==> config.mk <==
export PLATFORM = sky130hd
export DESIGN_NAME = truth_table_sweeper
export DESIGN_NICKNAME = d
export VERILOG_FILES = /design/src/rtl/truth_table_sweeper.sv
export SDC_FILE = /design/constraint.sdc
export NUM_CORES = 1
export LEC_CHECK = 0
export CORE_AREA = 2 2 82 84
export CTS_CLUSTER_SIZE = 40
export DETAILED_ROUTE_END_ITERATION = 12
export DIE_AREA = 0 0 84 86
export GPL_TIMING_DRIVEN = 0
export PLACE_DENSITY = 0.75
export SLEW_MARGIN = 0
export SYNTH_ARGS = -nofsm -noshare
export SYNTH_HDL_FRONTEND = slang
export SYNTH_SLANG_ARGS = --single-unit
==> constraint.sdc <==
create_clock -name clk -period 1.45 [get_ports clk]
set_input_delay 0.2175 -clock clk [delete_from_list [all_inputs] [get_ports clk]]
set_output_delay 0.2175 -clock clk [all_outputs]
set_load 0.02 [all_outputs]
==> src/rtl/truth_table_sweeper.sv <==
// truth_table_sweeper: steps stim through every code, captures two responses into truth tables and compares them
module truth_table_sweeper #(
  parameter int N_IN   = 4,
  parameter int SETTLE = 1
) (
  input  logic                 clk,
  input  logic                 rst_n,
  input  logic                 start,
  output logic [N_IN-1:0]      stim,
  input  logic                 resp_a,
  input  logic                 resp_b,
  output logic                 busy,
  output logic                 done,
  output logic [2**N_IN-1:0]   table_a,
  output logic [2**N_IN-1:0]   table_b,
  output logic [N_IN:0]        mismatch_count,
  output logic                 first_valid,
  output logic [N_IN-1:0]      first_idx,
  output logic                 equal
);
  localparam logic [N_IN-1:0] LastIdx = N_IN'(2**N_IN - 1);
  localparam logic [3:0]      CntEnd  = 4'(SETTLE - 1);
  typedef enum logic [1:0] {StIdle, StWait, StCapture, StDone} state_t;
  state_t state;
  logic [N_IN-1:0] idx;
  logic [3:0] cnt;
  always_ff @(posedge clk) begin
    if (!rst_n) begin
      state          <= StIdle;
      idx            <= '0;
      cnt            <= '0;
      stim           <= '0;
      busy           <= 1'b0;
      done           <= 1'b0;
      table_a        <= '0;
      table_b        <= '0;
      mismatch_count <= '0;
      first_valid    <= 1'b0;
      first_idx      <= '0;
      equal          <= 1'b0;
    end else begin
      case (state)
        StIdle: if (start) begin
          table_a        <= '0;
          table_b        <= '0;
          mismatch_count <= '0;
          first_valid    <= 1'b0;
          first_idx      <= '0;
          equal          <= 1'b0;
          idx            <= '0;
          stim           <= '0;
          cnt            <= '0;
          busy           <= 1'b1;
          state          <= StWait;
        end
        StWait: begin
          cnt <= cnt + 1'b1;
          if (cnt == CntEnd) state <= StCapture;
        end
        StCapture: begin
          table_a[idx] <= resp_a;
          table_b[idx] <= resp_b;
          if (resp_a != resp_b) begin
            mismatch_count <= mismatch_count + 1'b1;
            if (!first_valid) begin
              first_valid <= 1'b1;
              first_idx   <= idx;
            end
          end
          // terminal check precedes the increment, so idx never wraps
          if (idx == LastIdx) begin
            stim  <= '0;
            busy  <= 1'b0;
            done  <= 1'b1;
            state <= StDone;
          end else begin
            idx   <= idx + 1'b1;
            stim  <= idx + 1'b1;
            cnt   <= '0;
            state <= StWait;
          end
        end
        StDone: begin
          done  <= 1'b0;
          equal <= (mismatch_count == '0);
          state <= StIdle;
        end
        default: state <= StIdle;
      endcase
    end
  end
endmodule

==> results.toml <==
[detailed_routing]
drc = 0
post_drt_wl_per_cell_um = 16.85
routed_wl_mm = 7.920
drt_iter0_markers = 214
ant_nets = 0
vias = 2766
dr.pass1.iters = 4
via_per_inst = 5.885

[critical_path]
cp-end-kind = "flop"
r2r_cells = 4
crit_family = "simple AND/OR/NAND/NOR gates"
cp_max_fo = 10
r2r_end = "table_b[13]"
regToRegSetupSlack_ps = 30
crit_end = "table_b[13]"
path_depth = 4
worstPathCellList = "or3b_4 -> clkbuf_1 -> o211ai_1 -> a21oi_1"
cp-start-kind = "flop"
slowest_stage = "or3b_4"
critPathBufInv = 1
cp_data_arrival_time_ps = 1640
cp_slowest_stage_delay_ps = 420
r2r-start = "state[0]"
crit_path_start = "state[0]"
cp.required_ps = 1670
path_class = "flop to flop"

[yosys]
synthArstFlopShare_pct = 0
syn_nets = 334
postSynthCellCount = 321
synth_area_leaders = "dfxtp_1 43%, o211ai_1 9.0%, a21oi_1 8.6%"
yosysTopAreaCell = "dfxtp_1"
yosysTopAreaCellShare_pct = 42.95
yosysWarningCount = 0
synth_edf_count = 0
ys_types = 43
synth_area_um2 = 2750
postSynthAreaPerCell_um2 = 8.567
synth.ff_latch_count = 59
yosysSeqAreaShare_pct = 42.95
synth_ff_type = "dfxtp_1"

[placement]
port_buffers = 51
pre_cts_slack_ps = -625.5
place_inst = 449
dpl.hpwl_mm = 5.252
gp_congestion = 0.8826

[grt]
antenna_found_initial = 0
grt_overflow = 0
grt_pass1_wl_mm = 12.75
grt_pass1_vias = 2628
grt_usage_pct = 22.43
grt_max_degree = 11

[layout]
seq_area_um2 = 1191
multiInputGateArea_um2 = 1439
fin_util_pct = 57.60
fill_cells = 596
antennaDiodeCount = 0
layout_commonest_cell = "dfxtp_1"
drive_gt1_share_pct = 15.27
fin_cells = 470
syn_to_final_growth_pct = 31.48
final_cell_mix = "55 x dfxtp_1, 50 x dlygate4sd2_1, 47 x a21oi_1, 41 x nand3_1, 33 x o211ai_1"
layout.nets = 401

[sta]
fin_crit_ps = 1419
hold_viol_final = 0
slew_violations = 0
setup_viol = 0
fin_ws_ps = 31.17
rsz0062_at_grt = "yes"
relSlewSlack_pct = 66.11
clock.fmax_ghz = 0.7048
tightest_slew_ps = 508.3
finClkSkew_ps = 8.475
period_share_pct = 97.85

[die]
die-area_um2 = 7224
rows = 29
dieHeight_um = 86
die_w_um = 84
initial_core_util_pct = 43.81
fp.coreArea_um2 = 6277
pin_count = 54

[min_path]
min_path_cells = 3
hold_class = "primary input to flop"

[cts]
htreeDepth = 3
numCtsBuffers = 9
path_clk_slew_ps = 70
worstSkewPairLatency_ps = 350
tritoncts_num_sinks = 59
clockBufferDepth = 2
cts_tree = "built"
root_buffer = "clkbuf_8"

[power]
power_mw = 3.334
ir_worst_vdd_uv = 516.4
cellLeakagePower_nw = 1.482
power.density_nw_per_um2 = 922.0

[job]
cap_viol_max_count = 0

[status]
outcome = "finished clean"
[routing by layer]
metal | GRT usage (%) | routed length, um | share of wire (%)
met1 | 28.84 | 3474 | 44
met2 | 35.78 | 3757 | 47
met3 | 4.331 | 469 | 5.9
met4 | 12.02 | 218 | 2.8
met5 | 0 | 0 | 0
[final cells by class]
cell class,count,area share [%]
Clock inverter,2,0.2768
Clock buffer,14,4.498
Timing Repair Buffer,58,13.84
Inverter,7,0.7266
Sequential cell,59,32.94
Buffer,32,5.260
Multi-Input combinational cell,221,39.79
Tap cell,77,2.664
[logic make-up (layout without fill, tap and decap cells)]
group / count (synthesis) / after routing / share of synthesized area, %
compound gates: 103 / 103 / 24.20
flops: 59 / 59 / 42.95
fa+ha+maj: 8 / 8 / 3.640
buf+inv: 41 / 113 / 6.506
mux: 4 / 4 / 1.456
simple gates: 102 / 102 / 19.97
xor+xnor: 4 / 4 / 1.274
[flip-flops by register name (all words and copies together) (netlist names)]
| name | count |
|---|---|
| table_a | 16 |
| table_b | 16 |
| mismatch_count | 5 |
| cnt | 4 |
| first_idx | 4 |
| idx | 4 |
| stim | 4 |
| state | 2 |
| busy | 1 |
| done | 1 |
| equal | 1 |
| first_valid | 1 |
[worst min-delay path: cells and delay by family]
family	cells	cell delay (ps)
and+or+nand+nor	1	70
AOI/OAI and AO/OA	1	50
buffers and inverters	1	150
[stage by stage]
step                      hold WS (ps)  cell area (um2)  setup TNS [ps]
final                            186.4             3616               0
after global routing             186.0             3616          -57.34
after CTS                        183.0             3541               0
after detailed placement         452.8             3358          -22790
after global placement           452.1             3358          -21930
after floorplan                  414.9             2751               0
[worst min path at each step]
stage | startpoint | to | slack, ps
after CTS | resp_b | table_b[2] | 180
after global routing | resp_b | table_b[2] | 190
after global placement | first_idx[3] | first_idx[3] | 450
after detailed placement | stim[0] | stim[0] | 450
after floorplan | rst_n | stim[3] | 410
final | resp_b | table_b[2] | 190
[where the power goes]
part / switching, mW / internal [mW] / leakage (nW) / total, mW
Clock: 0.644 / 0.710 / 0.0905 / 1.35
Combinational: 0.211 / 0.111 / 0.913 / 0.322
Sequential: 0.0211 / 1.64 / 0.478 / 1.66
Total: 0.876 / 2.46 / 1.48 / 3.33
[timing repair]
action                     CTS  global route
hold buffers                 0             0
setup endpoints to repair   98            51
gates resized for setup     67            28
setup buffers                5             2
pin swaps                    6             4
[cells in the mapped netlist (all sizes together), types with 4 or more instances]
cell type / number
nand4: 7
nand3b: 4
nor2b: 6
a21oi: 47
clkbuf: 20
o211ai: 33
nand2: 19
inv: 7
nand3: 42
nor2: 4
buf: 14
mux2i: 4
ha: 8
dfxtp: 59
nand2b: 8
o21ai: 4
Note: power is estimated with default switching activity, not from simulation.
